## config.mk

```make
export PLATFORM = sky130hd
export DESIGN_NAME = operand_fwd_ctrl
export DESIGN_NICKNAME = d
export VERILOG_FILES = /design/src/rtl/operand_fwd_ctrl.sv
export SDC_FILE = /design/constraint.sdc
export NUM_CORES = 1
export LEC_CHECK = 0
export CORE_MARGIN = 3
export CORE_UTILIZATION = 55
export CTS_CLUSTER_SIZE = 28
export DETAILED_ROUTE_END_ITERATION = 6
export HOLD_SLACK_MARGIN = 0.08
export PLACE_DENSITY = 0.83
export SLEW_MARGIN = 15
export SYNTH_ARGS = -nofsm -noshare
export SYNTH_HDL_FRONTEND = slang
export SYNTH_SLANG_ARGS = --single-unit
```

## constraint.sdc

```tcl
create_clock -name clk_i -period 3.95 [get_ports clk_i]
set_clock_uncertainty 0.05 [all_clocks]
set_input_delay 0.79 -clock clk_i [delete_from_list [all_inputs] [get_ports clk_i]]
set_output_delay 0.79 -clock clk_i [all_outputs]
set_load 0.005 [all_outputs]
```

## src/rtl/operand_fwd_ctrl.sv

```systemverilog
// EX-stage forwarding/load-use controller: selects registered 1 cycle after issue acceptance; slots and selects freeze on stall_i.
// Backpressure: issue_ready_o drops on stall_i or a load-use hazard. FWD_PERF_CNT_EN adds stall/forward perf counters.
module operand_fwd_ctrl #(
  parameter int REG_ADDR_W       = 5,
  parameter int LOAD_USE_BUBBLES = 1
) (
  input  logic                  clk_i,
  input  logic                  rst_ni,
  input  logic                  issue_valid_i,
  input  logic [REG_ADDR_W-1:0] issue_rs1_i,
  input  logic [REG_ADDR_W-1:0] issue_rs2_i,
  input  logic [REG_ADDR_W-1:0] issue_rd_i,
  input  logic                  issue_rd_we_i,
  input  logic                  issue_is_load_i,
  input  logic                  stall_i,
  input  logic                  flush_i,
  output logic                  issue_ready_o,
  output logic                  hazard_stall_o,
`ifdef FWD_PERF_CNT_EN
  output logic [31:0]           perf_lu_stall_o,
  output logic [31:0]           perf_fwd_o,
`endif
  output logic [1:0]            fwd_sel_a_o,
  output logic [1:0]            fwd_sel_b_o
);

  typedef struct packed {
    logic                  vld;
    logic [REG_ADDR_W-1:0] rd;
    logic                  we;
    logic                  ld;
  } slot_t;

  slot_t       slot_q [4];
  slot_t       s0_d;
  logic [1:0]  sel_a_q, sel_a_d;
  logic [1:0]  sel_b_q, sel_b_d;
  logic        lu_hit;
  logic        accept;

  function automatic logic writes(slot_t s, logic [REG_ADDR_W-1:0] r);
    return s.vld && s.we && (s.rd == r) && (r != '0);
  endfunction

  // Youngest producer wins: old S0 lands in MEM, old S1 in WB, old S2 is the retired write.
  function automatic logic [1:0] sel_for(slot_t s0, slot_t s1, slot_t s2,
                                         logic [REG_ADDR_W-1:0] r);
    if (writes(s0, r))      return 2'b01;
    else if (writes(s1, r)) return 2'b10;
    else if (writes(s2, r)) return 2'b11;
    else                    return 2'b00;
  endfunction

  always_comb begin
    lu_hit = 1'b0;
    for (int k = 0; k < 4; k++) begin
      if ((k < LOAD_USE_BUBBLES) && slot_q[k].ld &&
          (writes(slot_q[k], issue_rs1_i) || writes(slot_q[k], issue_rs2_i)))
        lu_hit = 1'b1;
    end
  end

  assign hazard_stall_o = issue_valid_i && !flush_i && lu_hit;
  assign issue_ready_o  = !stall_i && !hazard_stall_o;
  assign accept         = issue_valid_i && issue_ready_o && !flush_i;

  always_comb begin
    s0_d    = '0;
    sel_a_d = 2'b00;
    sel_b_d = 2'b00;
    if (accept) begin
      s0_d.vld = 1'b1;
      s0_d.rd  = issue_rd_i;
      s0_d.we  = issue_rd_we_i;
      s0_d.ld  = issue_is_load_i;
      sel_a_d  = sel_for(slot_q[0], slot_q[1], slot_q[2], issue_rs1_i);
      sel_b_d  = sel_for(slot_q[0], slot_q[1], slot_q[2], issue_rs2_i);
    end
  end

  always_ff @(posedge clk_i or negedge rst_ni) begin
    if (!rst_ni) begin
      for (int k = 0; k < 4; k++) slot_q[k] <= '0;
      sel_a_q <= 2'b00;
      sel_b_q <= 2'b00;
    end else if (!stall_i) begin
      slot_q[3] <= slot_q[2];
      slot_q[2] <= slot_q[1];
      slot_q[1] <= slot_q[0];
      slot_q[0] <= s0_d;
      sel_a_q   <= sel_a_d;
      sel_b_q   <= sel_b_d;
    end
  end

  assign fwd_sel_a_o = sel_a_q;
  assign fwd_sel_b_o = sel_b_q;

`ifdef FWD_PERF_CNT_EN
  logic [31:0] lu_cnt_q, fwd_cnt_q;
  logic [31:0] fwd_inc;

  assign fwd_inc = {31'd0, (sel_a_d != 2'b00)} + {31'd0, (sel_b_d != 2'b00)};

  always_ff @(posedge clk_i or negedge rst_ni) begin
    if (!rst_ni) begin
      lu_cnt_q  <= '0;
      fwd_cnt_q <= '0;
    end else if (!stall_i) begin
      lu_cnt_q  <= lu_cnt_q + {31'd0, hazard_stall_o};
      fwd_cnt_q <= fwd_cnt_q + fwd_inc;
    end
  end

  assign perf_lu_stall_o = lu_cnt_q;
  assign perf_fwd_o      = fwd_cnt_q;
`endif

endmodule

```

==> parameters.txt, run 1 <==
Parameter                              Value

Outcome
  Result of the run ... finished, final reports clean

Layout
  Number of antenna diodes ... 0
  Register area ... between 600 and 700 µm²
  Fill count ... 187
  Final Instance Count excl. Fillers ... 203
  Commonest cells after routing, fill and taps aside ... xnor2_1 (28), dfrtp_1 (26), clkdlybuf4s50_1 (26), mux2_2 (14), nand2_1 (13)
  Layout cells sized above 1 ... 26.0%
  Multi-input logic area ... between 700 and 800 µm²
  Synth-to-layout area growth ... 27.3%
  Final #Nets ... ~200
  Most common cell after layout, fill and taps aside ... xnor2_1

Detailed routing
  Count of routing violations after the opening detailed-route iteration ... 40
  Sum of routed wire length over all layers ... 3230 µm
  DR pass1 iterations ... 4
  Antenna-violating nets left ... 0
  Number of design rule violations left after detail routing ... 0
  Wirelength per Cell ... 15.9 µm
  Vias per inst ... 5.58
  Via count ... 1133

Pwr
  Highest ir drop seen on vdd ... 0.423 mV
  Internal power ... approximately 450 µW
  Sw Pwr ... 146 µW
  Sequential power share ... 51.1%
  Clock power frac ... 30.2%
  Proportion of total power due to net switching ... 24.3%
  Combinational Power Share ... between 10% and 20%
  PwrDens ... 312 mW/mm²
  Static power due to leakage ... 0.791 nW

Yosys
  Number of distinct library cells after synthesis ... 26
  Sequential area share after synthesis ... 43.2%
  Total of warnings raised by yosys ... 0
  Cell type contributing the most total cell area after synthesis ... dfrtp_1
  Leading post-synthesis cells by cell area ... dfrtp_1 (43%), xnor2_1 (16%), mux2_2 (10%)
  Syn Inst Count ... 136
  Synthesized area per cell ... 11.1 µm²
  Area share of the leading cell type in the synthesized netlist ... 43.2%
  Area of the mapped netlist ... 0.00151 mm²
  Register bit count reported by yosys ... 26
  Post-synthesis net count ... 158

Floorplan
  Die X-Extent ... 58.3 µm
  Core area ... 0.00254 mm²
  Placement row count ... 18
  Initial Util ... between 50% and 60%
  I/O Pins ... 28
  Die height ... 58.3 µm
  Total die area ... ~0.0034 mm²

STA
  Final period utilization ... 95.1%
  Highest clock frequency the design can meet ... 0.266 GHz
  Slew Limit Headroom ... 55.6%
  Post-layout minimum cycle time ... 3.76 ns
  Slew Viols, Final ... 0
  Final hold violation count ... 0
  Slew at the pin closest to its max-slew limit ... 0.664 ns
  Count of endpoints failing setup in the final report ... 0
  Unrepaired setup endpoints after global routing ... no
  Total Negative Setup Slacks ... 0 ns

Place
  Number of placed instances, taps included ... slightly below 200
  Gpl congestion ... around 0.92
  Total of buffers placed on input and output ports ... 27
  Placed wire-length estimate after detailed placement ... 2600 µm

Clock network
  Buffer type at the clock tree root ... clkbuf_4
  Total of hold buffers inserted after clock tree synthesis ... 0
  Worst-skew pair later-pin latency ... about 0.32 ns
  Inserted Clock Buffers ... 3
  Resized Gates After CTS ... 0
  H-tree levels ... 1
  Largest buffer count on any clock path ... 2
  Clock transition at the register clock pins on the worst setup and hold paths after CTS ... 0.13 ns
  Total clock sinks ... 26
  Post-CTS Setup Repair Bufs ... 0
  CTS tree ... done

Setup path
  Flop-to-flop setup slack ... ~2.2 ns
  Kind of end point of the critical path ... output pin
  Largest fanout on the critical path ... 7
  Required arrival time at the worst endpoint ... 3.11 ns
  Critical path arrival ... 2.92 ns
  CP Launch Type ... primary input
  Type of the setup path with the least slack ... primary input to output pin

Global routing
  Global-route wire length before repair ... 5580 µm
  Antenna violations before repair ... 0
  Via count of the first global-routing pass ... 1216
  Largest net degree at the start of global routing ... 28
  Gr usage total ... 21.2%
  Total congestion overflow ... 0

Job
  Number of max-capacitance violations reported ... 0

Worst hold path
  Worst min path class ... primary input to asynchronous set/reset pin
==> final timing paths <==
check                                  to      startpoint  depth (start not counted)
min in group clk_i         fwd_sel_b_o[0]  fwd_sel_b_o[0]                          2
max in group asynchronous  fwd_sel_a_o[1]          rst_ni                          1
hold / removal                 slot_q[20]          rst_ni                          1
setup / recovery            issue_ready_o  issue_rs1_i[2]                          7
hold reg to reg            fwd_sel_b_o[0]  fwd_sel_b_o[0]                          2
setup reg to reg               slot_q[28]      slot_q[28]                          6
==> power groups by stage <==
stage	logic (mW)	clock network, mW	registers (mW)
6_report	0.112	0.181	0.306
5_1_grt	0.124	0.192	0.309
4_1_cts	0.114	0.184	0.306
3_5_place_dp	0.114	0	0.312
3_3_place_gp	0.111	0	0.310
2_1_floorplan	0.0629	0	0.304
==> cell type report <==
| type | instances | area share (%) |
|---|---|---|
| tap | 30 | 1.96 |
| timing repair buffer | 38 | 18.1 |
| clock inverter | 1 | 1.57 |
| sequential | 26 | 33.9 |
| clock buffer | 3 | 1.17 |
| inverter | 8 | 1.57 |
| multi-input combinational | 97 | 41.7 |
==> sequential cells by signal, indices dropped and copies added, names as in the netlist <==
register / cells
fwd_sel_a_o: 2
fwd_sel_b_o: 2
slot_q: 22
==> cells in the mapped netlist <==
library cell	count
a21oi_1	2
a31oi_1	1
and3_1	1
buf_6	1
clkbuf_1	4
dfrtp_1	26
inv_1	8
mux2_2	14
nand2_1	13
nand3_1	4
nand3b_1	1
nand4_1	6
nor2_2	1
nor2_4	1
nor2b_1	2
nor3_1	2
nor3_2	2
o21a_4	1
o21ai_1	1
o31ai_1	1
o31ai_2	8
o41ai_1	2
or4_1	2
or4_4	2
xnor2_1	28
xor2_1	2
==> worst max-delay path, stage by stage <==
cell and delay [ns]:
clkdlybuf4s50_1 0.45, or4_4 0.53, nor2_2 0.15, nor3_2 0.08
o21a_4 0.22, a31oi_1 0.17, clkdlybuf4s50_1 0.52
==> cells by family after synthesis <==
group	share of synthesized area, %
buf+inv	3.74
mux	10.5
simple gates	14.5
flops	43.2
xor+xnor	17.4
compound gates	10.7
==> layer usage <==
metal | global-route usage [%] | wire length, µm | vias up
li1 | - | - | 553
met1 | 27.5 | 1400 | 546
met2 | 36.8 | 1660 | 26
met3 | 3.95 | 126 | 8
met4 | 3.97 | 49 | 0
met5 | 0 | 0 | -
==> stage by stage <==
| stage | utilization [%] | hold WS, ns | power (mW) | setup WS (ns) | area (µm²) |
|---|---|---|---|---|---|
| 6_report | 75.4 | 0.379 | 0.599 | 0.195 | 1920 |
| 5_1_grt | 75.4 | 0.399 | 0.625 | 0.126 | 1920 |
| 4_1_cts | 75.6 | 0.461 | 0.604 | 0.184 | 1920 |
| 3_5_place_dp | 73.5 | 0.429 | 0.425 | 0.190 | 1870 |
| 3_3_place_gp | 73.5 | 0.424 | 0.421 | 0.236 | 1870 |
| 2_1_floorplan | - | 0.420 | 0.367 | 1.07 | 1510 |
(Power assumes the default switching activity.)
==> inputs of run 2 (changes only) <==
--- a/config.mk
+++ b/config.mk
@@ -7,7 +7,6 @@
 export LEC_CHECK = 0
 export CORE_MARGIN = 3
 export CORE_UTILIZATION = 55
-export CTS_CLUSTER_SIZE = 28
 export DETAILED_ROUTE_END_ITERATION = 6
 export HOLD_SLACK_MARGIN = 0.08
 export PLACE_DENSITY = 0.83
==> results of run 2 <==
Final layout, timing and power as in run 1 (identical DEF).
